`src/rtl/cache_nway_ctrl_if.sv`:
```
// Processor-side (memreq/memresp) and memory-side (cache_req/cache_resp) handshakes
// of the N-way cache controller; master is the controller's view.
interface cache_nway_ctrl_if;
   logic memreq_val;
   logic memreq_rdy;
   logic memreq_type;
   logic memresp_val;
   logic memresp_rdy;
   logic cache_req_val;
   logic cache_req_rdy;
   logic cache_req_type;
   logic cache_resp_val;
   logic cache_resp_rdy;

   modport master (
      input  memreq_val, memreq_type, memresp_rdy, cache_req_rdy, cache_resp_val,
      output memreq_rdy, memresp_val, cache_req_val, cache_req_type, cache_resp_rdy
   );

   modport slave (
      output memreq_val, memreq_type, memresp_rdy, cache_req_rdy, cache_resp_val,
      input  memreq_rdy, memresp_val, cache_req_val, cache_req_type, cache_resp_rdy
   );
endinterface

```
`src/rtl/cache_nway_ctrl.sv`:
```
// Write-back, write-allocate, N-way set-associative blocking cache controller.
// Define CACHE_FLUSH_EN to build the dirty-line flush engine.
module cache_nway_ctrl #(
   parameter int unsigned NUM_WAYS       = 4,
   parameter int unsigned WORDS_PER_LINE = 4,
   parameter int unsigned NUM_SETS       = 16,
   parameter int unsigned WAY_BITS       = (NUM_WAYS > 1) ? $clog2(NUM_WAYS) : 1,
   parameter int unsigned WORD_BITS      = $clog2(WORDS_PER_LINE),
   parameter int unsigned SET_BITS       = (NUM_SETS > 1) ? $clog2(NUM_SETS) : 1
) (
   input  logic                 clk,
   input  logic                 reset_n,
   cache_nway_ctrl_if.master    bus,
   output logic                 reg_en_M0,
   input  logic [NUM_WAYS-1:0]  tag_match_vec,
   input  logic [NUM_WAYS-1:0]  line_valid_vec,
   input  logic [NUM_WAYS-1:0]  line_dirty_vec,
   output logic [WAY_BITS-1:0]  way_sel,
   output logic [NUM_WAYS-1:0]  tarray_wen,
   output logic [NUM_WAYS-1:0]  darray_wen,
   output logic                 darray_wsrc,
   output logic [WORD_BITS-1:0] word_idx,
   output logic [WORD_BITS-1:0] resp_word_idx,
   output logic [1:0]           addr_src,
   output logic                 dirty_set,
   output logic                 dirty_clr,
   input  logic                 flush,
   output logic                 flush_done,
   output logic [SET_BITS-1:0]  flush_set_idx
);

   typedef enum logic [2:0] {
      IDLE,
      TAG,
      SPILL,
      REFILL,
      RESP
`ifdef CACHE_FLUSH_EN
      ,
      FLUSH_RD,
      FLUSH_CHK
`endif
   } state_t;

   localparam logic [WORD_BITS-1:0] WORD_LAST = WORD_BITS'(WORDS_PER_LINE - 1);
   localparam logic [WAY_BITS-1:0]  WAY_LAST  = WAY_BITS'(NUM_WAYS - 1);

   state_t               state;
   logic                 out_en;
   logic                 type_q;
   logic                 req_done;
   logic [WAY_BITS-1:0]  way_q;
   logic [WAY_BITS-1:0]  rr_ptr;
   logic [WORD_BITS-1:0] word_q;
   logic [WORD_BITS-1:0] rword_q;
   logic                 hit;
   logic                 inv_found;
   logic [WAY_BITS-1:0]  hit_way;
   logic [WAY_BITS-1:0]  inv_way;
   logic [WAY_BITS-1:0]  victim;
   logic                 flush_go;

`ifdef CACHE_FLUSH_EN
   localparam logic [SET_BITS-1:0] SET_LAST = SET_BITS'(NUM_SETS - 1);
   logic                flushing;
   logic [SET_BITS-1:0] set_q;
   logic                dirty_found;
   logic [WAY_BITS-1:0] dirty_way;

   assign flush_go      = out_en && flush;
   assign flush_set_idx = set_q;

   always_comb begin
      dirty_found = 1'b0;
      dirty_way   = '0;
      for (int unsigned i = 0; i < NUM_WAYS; i++) begin
         if (line_valid_vec[i] && line_dirty_vec[i] && !dirty_found) begin
            dirty_found = 1'b1;
            dirty_way   = WAY_BITS'(i);
         end
      end
   end
`else
   logic unused_flush;
   assign unused_flush  = flush;
   assign flush_go      = 1'b0;
   assign flush_done    = 1'b0;
   assign flush_set_idx = '0;
`endif

   // Lowest hitting way and lowest invalid way; victim falls back to round-robin.
   always_comb begin
      hit       = 1'b0;
      hit_way   = '0;
      inv_found = 1'b0;
      inv_way   = '0;
      for (int unsigned i = 0; i < NUM_WAYS; i++) begin
         if (tag_match_vec[i] && !hit) begin
            hit     = 1'b1;
            hit_way = WAY_BITS'(i);
         end
         if (!line_valid_vec[i] && !inv_found) begin
            inv_found = 1'b1;
            inv_way   = WAY_BITS'(i);
         end
      end
      victim = inv_found ? inv_way : rr_ptr;
   end

   always_comb begin
      bus.memreq_rdy     = 1'b0;
      bus.memresp_val    = 1'b0;
      bus.cache_req_val  = 1'b0;
      bus.cache_req_type = 1'b0;
      bus.cache_resp_rdy = 1'b0;
      reg_en_M0          = 1'b0;
      way_sel            = way_q;
      tarray_wen         = '0;
      darray_wen         = '0;
      darray_wsrc        = 1'b0;
      addr_src           = 2'd0;
      dirty_set          = 1'b0;
      dirty_clr          = 1'b0;
`ifdef CACHE_FLUSH_EN
      flush_done         = 1'b0;
`endif
      case (state)
         IDLE: begin
            bus.memreq_rdy = out_en && !flush_go;
            reg_en_M0      = out_en && !flush_go && bus.memreq_val;
         end
         TAG: begin
            way_sel = hit ? hit_way : victim;
            if (hit && type_q) begin
               darray_wen = NUM_WAYS'(1) << hit_way;
               dirty_set  = 1'b1;
            end
         end
         SPILL: begin
            addr_src           = 2'd1;
            bus.cache_req_val  = 1'b1;
            bus.cache_req_type = 1'b1;
            dirty_clr          = bus.cache_req_rdy && (word_q == WORD_LAST);
         end
         REFILL: begin
            addr_src           = 2'd2;
            bus.cache_req_val  = !req_done;
            bus.cache_resp_rdy = 1'b1;
            if (bus.cache_resp_val) begin
               darray_wen  = NUM_WAYS'(1) << way_q;
               darray_wsrc = 1'b1;
               if (rword_q == WORD_LAST) tarray_wen = NUM_WAYS'(1) << way_q;
            end
         end
         RESP: bus.memresp_val = 1'b1;
`ifdef CACHE_FLUSH_EN
         FLUSH_RD: addr_src = 2'd3;
         FLUSH_CHK: begin
            addr_src   = 2'd3;
            way_sel    = dirty_found ? dirty_way : way_q;
            flush_done = !dirty_found && (set_q == SET_LAST);
         end
`endif
         default: ;
      endcase
   end

   assign word_idx      = word_q;
   assign resp_word_idx = rword_q;

   always_ff @(posedge clk or negedge reset_n) begin
      if (!reset_n) begin
         state    <= IDLE;
         out_en   <= 1'b0;
         type_q   <= 1'b0;
         req_done <= 1'b0;
         way_q    <= '0;
         rr_ptr   <= '0;
         word_q   <= '0;
         rword_q  <= '0;
`ifdef CACHE_FLUSH_EN
         flushing <= 1'b0;
         set_q    <= '0;
`endif
      end else begin
         out_en <= 1'b1;
         case (state)
            IDLE: begin
`ifdef CACHE_FLUSH_EN
               if (flush_go) begin
                  flushing <= 1'b1;
                  state    <= FLUSH_RD;
               end else
`endif
               if (out_en && bus.memreq_val) begin
                  type_q <= bus.memreq_type;
                  state  <= TAG;
               end
            end
            TAG: begin
               if (hit) begin
                  way_q <= hit_way;
                  state <= RESP;
               end else begin
                  way_q <= victim;
                  state <= (line_valid_vec[victim] && line_dirty_vec[victim]) ? SPILL : REFILL;
               end
            end
            SPILL: begin
               if (bus.cache_req_rdy) begin
                  word_q <= word_q + 1'b1;
                  if (word_q == WORD_LAST) begin
`ifdef CACHE_FLUSH_EN
                     state <= flushing ? FLUSH_RD : REFILL;
`else
                     state <= REFILL;
`endif
                  end
               end
            end
            REFILL: begin
               // Requests run ahead of responses; req_done stops them once the counter wraps.
               if (!req_done && bus.cache_req_rdy) begin
                  word_q <= word_q + 1'b1;
                  if (word_q == WORD_LAST) req_done <= 1'b1;
               end
               if (bus.cache_resp_val) begin
                  rword_q <= rword_q + 1'b1;
                  if (rword_q == WORD_LAST) begin
                     req_done <= 1'b0;
                     rr_ptr   <= (rr_ptr == WAY_LAST) ? '0 : rr_ptr + 1'b1;
                     state    <= TAG;
                  end
               end
            end
            RESP: if (bus.memresp_rdy) state <= IDLE;
`ifdef CACHE_FLUSH_EN
            FLUSH_RD: state <= FLUSH_CHK;
            FLUSH_CHK: begin
               if (dirty_found) begin
                  way_q <= dirty_way;
                  state <= SPILL;
               end else if (set_q == SET_LAST) begin
                  set_q    <= '0;
                  flushing <= 1'b0;
                  state    <= IDLE;
               end else begin
                  set_q <= set_q + 1'b1;
                  state <= FLUSH_RD;
               end
            end
`endif
            default: state <= IDLE;
         endcase
      end
   end

endmodule
```
`src/flat_wrapper.sv`:
```
// flat-port wrapper written by rule: the top's interface ports become plain ports
module cache_nway_ctrl_flat 
#(
   parameter int unsigned NUM_WAYS       = 4,
   parameter int unsigned WORDS_PER_LINE = 4,
   parameter int unsigned NUM_SETS       = 16,
   parameter int unsigned WAY_BITS       = (NUM_WAYS > 1) ? $clog2(NUM_WAYS) : 1,
   parameter int unsigned WORD_BITS      = $clog2(WORDS_PER_LINE),
   parameter int unsigned SET_BITS       = (NUM_SETS > 1) ? $clog2(NUM_SETS) : 1
)
  (clk, reset_n, reg_en_M0, tag_match_vec, line_valid_vec, line_dirty_vec, way_sel, tarray_wen, darray_wen, darray_wsrc, word_idx, resp_word_idx, addr_src, dirty_set, dirty_clr, flush, flush_done, flush_set_idx, bus_memreq_val, bus_memreq_type, bus_memresp_rdy, bus_cache_req_rdy, bus_cache_resp_val, bus_memreq_rdy, bus_memresp_val, bus_cache_req_val, bus_cache_req_type, bus_cache_resp_rdy);
  cache_nway_ctrl_if bus_i ();
  input  logic clk;
  input  logic reset_n;
  output logic reg_en_M0;
  input  logic [NUM_WAYS-1:0] tag_match_vec;
  input  logic [NUM_WAYS-1:0] line_valid_vec;
  input  logic [NUM_WAYS-1:0] line_dirty_vec;
  output logic [WAY_BITS-1:0] way_sel;
  output logic [NUM_WAYS-1:0] tarray_wen;
  output logic [NUM_WAYS-1:0] darray_wen;
  output logic darray_wsrc;
  output logic [WORD_BITS-1:0] word_idx;
  output logic [WORD_BITS-1:0] resp_word_idx;
  output logic [1:0] addr_src;
  output logic dirty_set;
  output logic dirty_clr;
  input  logic flush;
  output logic flush_done;
  output logic [SET_BITS-1:0] flush_set_idx;
  input wire logic [$bits(bus_i.memreq_val)-1:0] bus_memreq_val;
  input wire logic [$bits(bus_i.memreq_type)-1:0] bus_memreq_type;
  input wire logic [$bits(bus_i.memresp_rdy)-1:0] bus_memresp_rdy;
  input wire logic [$bits(bus_i.cache_req_rdy)-1:0] bus_cache_req_rdy;
  input wire logic [$bits(bus_i.cache_resp_val)-1:0] bus_cache_resp_val;
  output wire logic [$bits(bus_i.memreq_rdy)-1:0] bus_memreq_rdy;
  output wire logic [$bits(bus_i.memresp_val)-1:0] bus_memresp_val;
  output wire logic [$bits(bus_i.cache_req_val)-1:0] bus_cache_req_val;
  output wire logic [$bits(bus_i.cache_req_type)-1:0] bus_cache_req_type;
  output wire logic [$bits(bus_i.cache_resp_rdy)-1:0] bus_cache_resp_rdy;
  assign bus_i.memreq_val = bus_memreq_val;
  assign bus_i.memreq_type = bus_memreq_type;
  assign bus_i.memresp_rdy = bus_memresp_rdy;
  assign bus_i.cache_req_rdy = bus_cache_req_rdy;
  assign bus_i.cache_resp_val = bus_cache_resp_val;
  assign bus_memreq_rdy = bus_i.memreq_rdy;
  assign bus_memresp_val = bus_i.memresp_val;
  assign bus_cache_req_val = bus_i.cache_req_val;
  assign bus_cache_req_type = bus_i.cache_req_type;
  assign bus_cache_resp_rdy = bus_i.cache_resp_rdy;
  cache_nway_ctrl #(.NUM_WAYS(NUM_WAYS), .WORDS_PER_LINE(WORDS_PER_LINE), .NUM_SETS(NUM_SETS), .WAY_BITS(WAY_BITS), .WORD_BITS(WORD_BITS), .SET_BITS(SET_BITS)) u_core (.clk(clk), .reset_n(reset_n), .bus(bus_i), .reg_en_M0(reg_en_M0), .tag_match_vec(tag_match_vec), .line_valid_vec(line_valid_vec), .line_dirty_vec(line_dirty_vec), .way_sel(way_sel), .tarray_wen(tarray_wen), .darray_wen(darray_wen), .darray_wsrc(darray_wsrc), .word_idx(word_idx), .resp_word_idx(resp_word_idx), .addr_src(addr_src), .dirty_set(dirty_set), .dirty_clr(dirty_clr), .flush(flush), .flush_done(flush_done), .flush_set_idx(flush_set_idx));
endmodule
```
`config.mk`:
```
export PLATFORM = sky130hd
export DESIGN_NAME = cache_nway_ctrl_flat
export DESIGN_NICKNAME = d
export VERILOG_FILES = /design/src/rtl/cache_nway_ctrl_if.sv /design/src/rtl/cache_nway_ctrl.sv /design/src/flat_wrapper.sv
export SDC_FILE = /design/constraint.sdc
export NUM_CORES = 1
export LEC_CHECK = 0
export ABC_AREA = 1
export CORE_ASPECT_RATIO = 1.1
export CORE_MARGIN = 4
export CORE_UTILIZATION = 39
export CTS_BUF_LIST = sky130_fd_sc_hd__clkbuf_16
export DETAILED_ROUTE_END_ITERATION = 8
export GPL_ROUTABILITY_DRIVEN = 1
export PLACE_DENSITY = 0.9
export SYNTH_ARGS = -nofsm -noshare
export SYNTH_HDL_FRONTEND = slang
export SYNTH_SLANG_ARGS = --single-unit
```
`constraint.sdc`:
```
create_clock -name clk -period 1.45 [get_ports clk]
set_input_delay 0.29 -clock clk [delete_from_list [all_inputs] [get_ports clk]]
set_output_delay 0.29 -clock clk [all_outputs]
set_load 0.05 [all_outputs]
```
==> impl_metrics.env, run 1 <==
export IMPL_synth_compound_area_share_pct=12.64
export IMPL_synth_xor_area_share_pct=1.788
export IMPL_synth_simple_gate_area_share_pct=29.12
export IMPL_postCtsResizedCells=39
export IMPL_post_synth_fa_ha_maj_area_fraction_pct=3.831
export IMPL_post_cts_repair_setup_buffers=15
export IMPL_outcome="aborted with a tool error"
export IMPL_ctsHtreeMaxLevel=1
export IMPL_synth_top_family_by_area="simple AND/OR/NAND/NOR gates"
export IMPL_cts_sinks=14
export IMPL_synth_warning_count=0
export IMPL_cts_root_buf="sky130_fd_sc_hd__clkbuf_16"
export IMPL_die_h_um=60.57
export IMPL_place_inst=234
export IMPL_die_width_um=55.79
export IMPL_initial_utilization_pct=42.23
export IMPL_synthCells=140
export IMPL_netlist_cell_type_count=26
export IMPL_num_io_pins=50
export IMPL_port_buffer_count=43
export IMPL_synth_seq_area_share_pct=35.76
export IMPL_numCtsBuffers=3
export IMPL_placed_cell_area_um2=2032
export IMPL_ys_ff_latch=14
export IMPL_gpl_final_weighted_congestion=0.8305
export IMPL_fp_row_count=18
export IMPL_synth_area_mux_share_pct=1.149
export IMPL_cts_hold_buf=0
export IMPL_clock_path_buffers=2
export IMPL_last_stage_reached="clock tree synthesis (4_1_cts)"
export IMPL_flow_first_error="[ERROR DPL-0033] detailed placement checks failed during check placement."
export IMPL_place_hpwl_um=3300
export IMPL_synthesis_area_um2=979.7
export IMPL_synth_avg_cell_area_um2=6.998
==> kinds of logic after synthesis <==
| family | after synthesis |
|---|---|
| muxes | 1 |
| AOI/OAI and AO/OA | 21 |
| buffers and inverters | 33 |
| DFF | 14 |
| other | 2 |
| and+or+nand+nor | 64 |
| adders and majority gates | 3 |
| xor gates and xnor gates | 2 |
==> metrics by stage <==
step           TNS, ps  setup WS (ps)
3_5_place_dp     -6831         -683.0
2_1_floorplan    -5263         -424.9
3_3_place_gp     -4795         -488.7
==> cell usage after synthesis, drive strengths merged <==
cell type / instances / area share, %
conb: 2 / 0.77
o21ai: 8 / 4.1
nor3: 1 / 0.51
dfrtp: 14 / 36
a22oi: 1 / 0.77
nand3: 11 / 6.1
nand2: 32 / 13
o211ai: 1 / 0.77
buf: 6 / 4.6
inv: 27 / 10
xnor2: 2 / 1.8
mux2: 1 / 1.1
ha: 3 / 3.8
nor2: 18 / 8.2
nor3b: 1 / 0.77
nand3b: 1 / 0.77
a21oi: 7 / 4.0
o21a: 1 / 0.77
o31ai: 3 / 2.3
==> inputs of run 2 (changes only) <==
CORE_AREA = 4 4 65 67   (was default)
CORE_ASPECT_RATIO = default   (was 1.1)
CORE_MARGIN = default   (was 4)
CORE_UTILIZATION = default   (was 39)
CTS_BUF_LIST = default   (was sky130_fd_sc_hd__clkbuf_16)
DIE_AREA = 0 0 69 71   (was default)
PLACE_DENSITY = default   (was 0.9)
PLACE_DENSITY_LB_ADDON = 0.15   (was default)
==> run 2 against run 1 <==
  * The flow now finishes, with violations (negative setup slack)
  * Area after synthesis unchanged
  * Synthesized cell count stayed put
==> impl_metrics.env, run 2 <==
export IMPL_num_io_pins=50
export IMPL_gr_total_overflow=0
export IMPL_initial_utilization_pct=26.96
export IMPL_failing_checks="negative setup slack"
export IMPL_remaining_drc_errors=0
export IMPL_die_area_um2=4899
export IMPL_placed_cell_area_um2=2092
export IMPL_synth_most_common_cell="sky130_fd_sc_hd__nand2_1"
export IMPL_timing_clock_skew_ps=1.457
export IMPL_die_width_um=69
export IMPL_gpl_final_weighted_congestion=0.7610
export IMPL_violation_count_after_the_first_detailed_routing_iteration=31
export IMPL_drt_pass_1_iters=4
export IMPL_cp_startpoint="u_core.state[2]$_DFFE_PN0P_"
export IMPL_ctsHtreeMaxLevel=1
export IMPL_end_kind="output pin"
export IMPL_port_buffer_count=43
export IMPL_power_density_nw_per_um2=1799
export IMPL_crit_family="buffers and inverters"
export IMPL_clock_insertion_delay_worst_skew_ps=240
export IMPL_place_hpwl_um=2605
export IMPL_worst_r2r_startpoint="u_core.state[2]$_DFFE_PN0P_"
export IMPL_synth_commonest_cells="sky130_fd_sc_hd__nand2_1, sky130_fd_sc_hd__inv_1, sky130_fd_sc_hd__nor2_1"
export IMPL_synth_warning_count=0
export IMPL_max_cap_viol_count=0
export IMPL_netlist_cell_type_count=26
export IMPL_largest_register="u_core.state"
export IMPL_fillCellCount=297
export IMPL_die_h_um=71
export IMPL_fin_worst_hold_slack_ps=359.1
export IMPL_netSwitchingPower_w=0.002050
export IMPL_clock_fmax_ghz=0.5472
export IMPL_cp_slowest_cell="sky130_fd_sc_hd__dfrtp_1"
export IMPL_floorplan_core_area_um2=3633
export IMPL_worst_ir_drop_vdd_mv=0.6753
export IMPL_crit_type="reg2out"
export IMPL_vias_per_cell=4.381
export IMPL_ant_nets=0
export IMPL_final_cells=278
export IMPL_crit_path_cell_trace="inv_2, nand3_4, buf_4, a22oi_2, o31ai_4, buf_12"
export IMPL_final_period_minus_worst_setup_slack_ps=1828
export IMPL_routed_wirelength_um=3480
export IMPL_post_synthesis_async_set_or_reset_flop_share_pct=100.0
export IMPL_clock_path_buffers=2
export IMPL_fp_row_count=22
export IMPL_grt_pass1_wl_um=5954
export IMPL_cp_start_kind="flop"
export IMPL_most_frequent_standard_cell_in_the_layout_excluding_fill_and_tap_cells="sky130_fd_sc_hd__buf_4"
export IMPL_wl_per_cell_um=12.52
export IMPL_largest_register_ffs=3
export IMPL_ys_ff_latch=14
export IMPL_power_frac_comb_pct=75.3
export IMPL_synth_seq_area_share_pct=35.76
export IMPL_crit_required_ps=1160
export IMPL_setup_slack_ps=-377.6
export IMPL_seq_power_share_pct=17.0
export IMPL_hold_viol_final=0
export IMPL_critPathBufInv=3
export IMPL_cell_internal_pwr_w=0.002325
export IMPL_post_synth_main_area_contributors="sky130_fd_sc_hd__dfrtp_1, sky130_fd_sc_hd__nand2_1, sky130_fd_sc_hd__inv_1"
export IMPL_timing_critical_path_slowest_cell_delay_ps=370
export IMPL_grt_pass1_vias=1320
export IMPL_synthFlopType="sky130_fd_sc_hd__dfrtp_1"
export IMPL_initial_antenna_violation_count=0
export IMPL_cts_root_buf="sky130_fd_sc_hd__clkbuf_8"
export IMPL_synth_avg_cell_area_um2=6.998
export IMPL_commonest_cells_after_routing_fill_and_taps_aside="sky130_fd_sc_hd__buf_4, sky130_fd_sc_hd__nand2_1, sky130_fd_sc_hd__buf_12"
export IMPL_holdCritPathClass="in2async"
export IMPL_min_period_over_period_pct=126.0
export IMPL_insertedDiodeCount=0
export IMPL_library_cell_with_the_largest_summed_area_after_synthesis="sky130_fd_sc_hd__dfrtp_1"
export IMPL_post_synth_top_area_fraction_pct=35.76
export IMPL_place_inst=257
export IMPL_layout_drive_gt1_share_pct=53.91
export IMPL_cts_hold_buf=0
export IMPL_layout_area_overhead_vs_synth_pct=148.3
export IMPL_leakage_power_nw=1.109
export IMPL_synthCells=140
export IMPL_clockPowerShare_pct=7.6
export IMPL_timing_final_max_slew_violations=0
export IMPL_clkSlewWorstSetupHoldPaths_ps=60
export IMPL_net_count_final=254
export IMPL_p_sw_share_pct=46.85
export IMPL_vias=1218
export IMPL_cts_sinks=14
export IMPL_outcome="complete, but fails checks"
export IMPL_grt_setup_unrepaired="true"
export IMPL_numCtsBuffers=3
export IMPL_fin_area_um2=2432
export IMPL_cts_tree="yes"
export IMPL_synthesis_area_um2=979.7
export IMPL_gr_usage_all_layers_pct=14.73
export IMPL_synth_edff_count=0
export IMPL_setup_violations_final=23
export IMPL_grt_start_max_net_pins=15
export IMPL_data_arrival_time_of_the_worst_path_ps=1540
export IMPL_crit_path_max_fanout=5
==> run 2: routing by layer <==
layer | track usage (%) | wire length [um] | up-vias
met5 | 0 | 0 | -
met4 | 5.206 | 95 | 0
met3 | 1.989 | 130 | 8
met2 | 28.50 | 2042 | 32
met1 | 16.31 | 1211 | 564
li1 | - | - | 614
==> run 2: worst paths after layout <==
check	to	slack [ps]	depth (start not counted)
min	u_core.word_idx[0]$_DFFE_PN0P_	360	2
min in group clk	u_core.way_q[0]$_DFF_PN0_	500	4
min reg2reg	u_core.word_idx[0]$_DFFE_PN0P_	530	1
max in group asynchronous	u_core.state[0]$_DFFE_PN0P_	900	2
max reg2reg	u_core.state[1]$_DFFE_PN0P_	-140	10
max	way_sel[1]	-380	6
==> run 2: repair_timing <==
| action | in CTS | in global routing |
|---|---|---|
| pin swaps | 18 | 4 |
| setup endpoints to repair | 22 | 26 |
| gates resized for setup | 34 | 16 |
| setup buffers | 12 | 10 |
==> run 2: cells by family (layout without fill, tap and decap cells) <==
logic type,count (synthesis),after routing,synth area share (%)
XOR/XNOR,2,2,1.788
AO/OA/AOI/OAI,21,21,12.64
multiplexers,1,1,1.149
flip-flops,14,14,35.76
other,2,6,0.7666
buffers and inverters,33,119,14.94
adder cells (fa/ha/maj),3,3,3.832
AND/OR/NAND/NOR,64,64,29.12
==> run 2: cell type report <==
| type | instances | area, um2 | share of cell area, % |
|---|---|---|---|
| Timing Repair Buffer | 88 | 1057 | 43.47 |
| Clock buffer | 4 | 45.04 | 1.852 |
| Sequential cell | 14 | 354.1 | 14.56 |
| Inverter | 27 | 117.6 | 4.835 |
| Tap cell | 48 | 60.06 | 2.469 |
| Multi-Input combinational cell | 97 | 798.3 | 32.82 |
==> run 2: power groups by stage <==
stage               combinational, W  clock [W]  sequential [W]
floorplan                    0.00126          0        0.000912
finish                       0.00329   0.000334        0.000746
global route                 0.00350   0.000358        0.000771
global placement             0.00270          0        0.000701
CTS                          0.00313   0.000343        0.000735
detailed placement           0.00276          0        0.000717
==> run 2: through the flow <==
stage	power [W]	TNS (ps)	utilization (%)	setup slack, ps
after floorplan	0.002172	-5263	-	-424.9
after global placement	0.003406	-4933	57.58	-502.7
after detailed placement	0.003474	-5396	57.58	-532.5
after CTS	0.004207	-5007	64.29	-334.9
after global routing	0.004626	-7443	66.94	-436.0
final	0.004375	-5605	66.94	-377.6
Note: power is estimated with default switching activity, not from simulation.
==> RTL edit, RTL diff (settings of run 2) <==
The option `CACHE_FLUSH_EN` is turned on by a define.
--- a/src/rtl/cache_nway_ctrl.sv
+++ b/src/rtl/cache_nway_ctrl.sv
@@ -1,4 +1,6 @@
 // Write-back, write-allocate, N-way set-associative blocking cache controller.
 // Define CACHE_FLUSH_EN to build the dirty-line flush engine.
+`define CACHE_FLUSH_EN
+
 module cache_nway_ctrl #(
    parameter int unsigned NUM_WAYS       = 4,
Formal check against the unedited RTL: not equivalent (a bounded check fails within 4 cycles, from zero or initial values and one cycle with reset_n low).
==> RTL edit against run 2 <==
Synthesized area rose by 40%; design area increased by 38%; critical path depth increased by 3; the run still ends with setup timing left; power is 45% higher; register-to-register slack got worse by 260 ps; setup slack worse by 230 ps; sequential cell count increased by 5; wire length is 130% higher.
==> RTL edit: results <==
timing:
  worst_slack_ps: -603.2
  setup_violations: 37
  fin_worst_skew_ps: 2.664
  tightest_slew_ps: 489.7
  tns_ps: -14290
place:
  hpwl_um: 3574
  portBuffers: 49
  post-place-ws_ps: -695.6
  place_area_sq_um: 2855
run_status:
  violations: "setup timing"
  status: "finished, violations left"
setup_path:
  crit_path_start: "u_core.state[1]"
  cp_data_arrival_time_ps: 1760
  cp_slowest_cell: "dfrtp_2"
  critPathMaxStageDelay_ps: 470
  reg2reg_slack_ps: -400
  r2r-start: "u_core.state[0]"
  worstSetupEndpoint: "addr_src[0]"
  reg2regPathDepth: 11
  path_max_fanout: 4
drt:
  dr_wl_met2_um: 4076
  avgRoutedWirePerCell_um: 21.59
  drtIter0Drc: 120
  via_count: 2029
  drt-met1-wl_um: 2832
  wl_met3_um: 444
global_route:
  grt_use_met2_pct: 47.78
  grt_pass1_wl_um: 9887
  grt_start_max_net_pins: 20
  met1_usage_pct: 25.13
  grt_usage_pct: 25.01
  met3_usage_pct: 4.972
synthesis:
  synth_xor_area_share_pct: 1.914
  synth_cell_type_count: 35
  synthAdderAreaFrac_pct: 3.646
  synth.area.mux_share_pct: 3.555
  synth_compound_area_share_pct: 12.31
  synthTopCellsByCount: "38 x nand2_1, 35 x inv_1, 20 x nor2_1"
  ys_seq_area_share_pct: 34.64
  ys_top_cells_by_area: "dfrtp_1 35%, nand2_1 10%, inv_1 9.6%"
power:
  seqPwrFrac_pct: 17.3
  power_density_nw_per_um2: 1880
  p_leak_uw: 0.001572
  comb_power_share_pct: 75.9
  ir_worst_vdd_mv: 1.463
  netSwitchingFraction_pct: 49.15
layout:
  drive_gt1_share_pct: 62.62
  largest_reg_flops: 4
  finalNetCount: 346
clocking:
  post_cts_buffers: 22
  post_cts_resized: 63
  clkTransAtPathRegs_ps: 90
min_path:
  hold_class: "input port to asynchronous set/reset pin"
RTL edit: cell types whose count changed after synthesis, moves of 3 or more:
cell / run 2 / this run
dfrtp_1: 14 / 19
o21ai_0: 4 / 9
nand2_1: 30 / 38
nor2_1: 15 / 20
nand3_1: 10 / 15
buf_4: 6 / 0
inv_1: 23 / 35
nor3_1: 1 / 4
RTL edit: cell type report:
type / count / area [sq um]
repair buffers: 130 / 1474
multi-input cells: 129 / 1145
flip-flops and latches: 19 / 486.7
fillers: 126 / 267.8
inverters: 39 / 151.4
well taps: 48 / 60.06
clock buffers: 3 / 41.29
clock inverters: 1 / 7.507
RTL edit: per-stage QoR:
step / hold WS, ps / instances
global route: 387.4 / 369
floorplan: -5.591 / 187
detailed placement: 530.8 / 334
global placement: 516.5 / 334
finish: 361.1 / 369
CTS: 373.3 / 359
RTL edit: critical path: cells and delay by family (launching register included):
family / cells / cell delay (ps)
buf+inv: 5 / 560
simple gates: 4 / 450
flops: 1 / 470
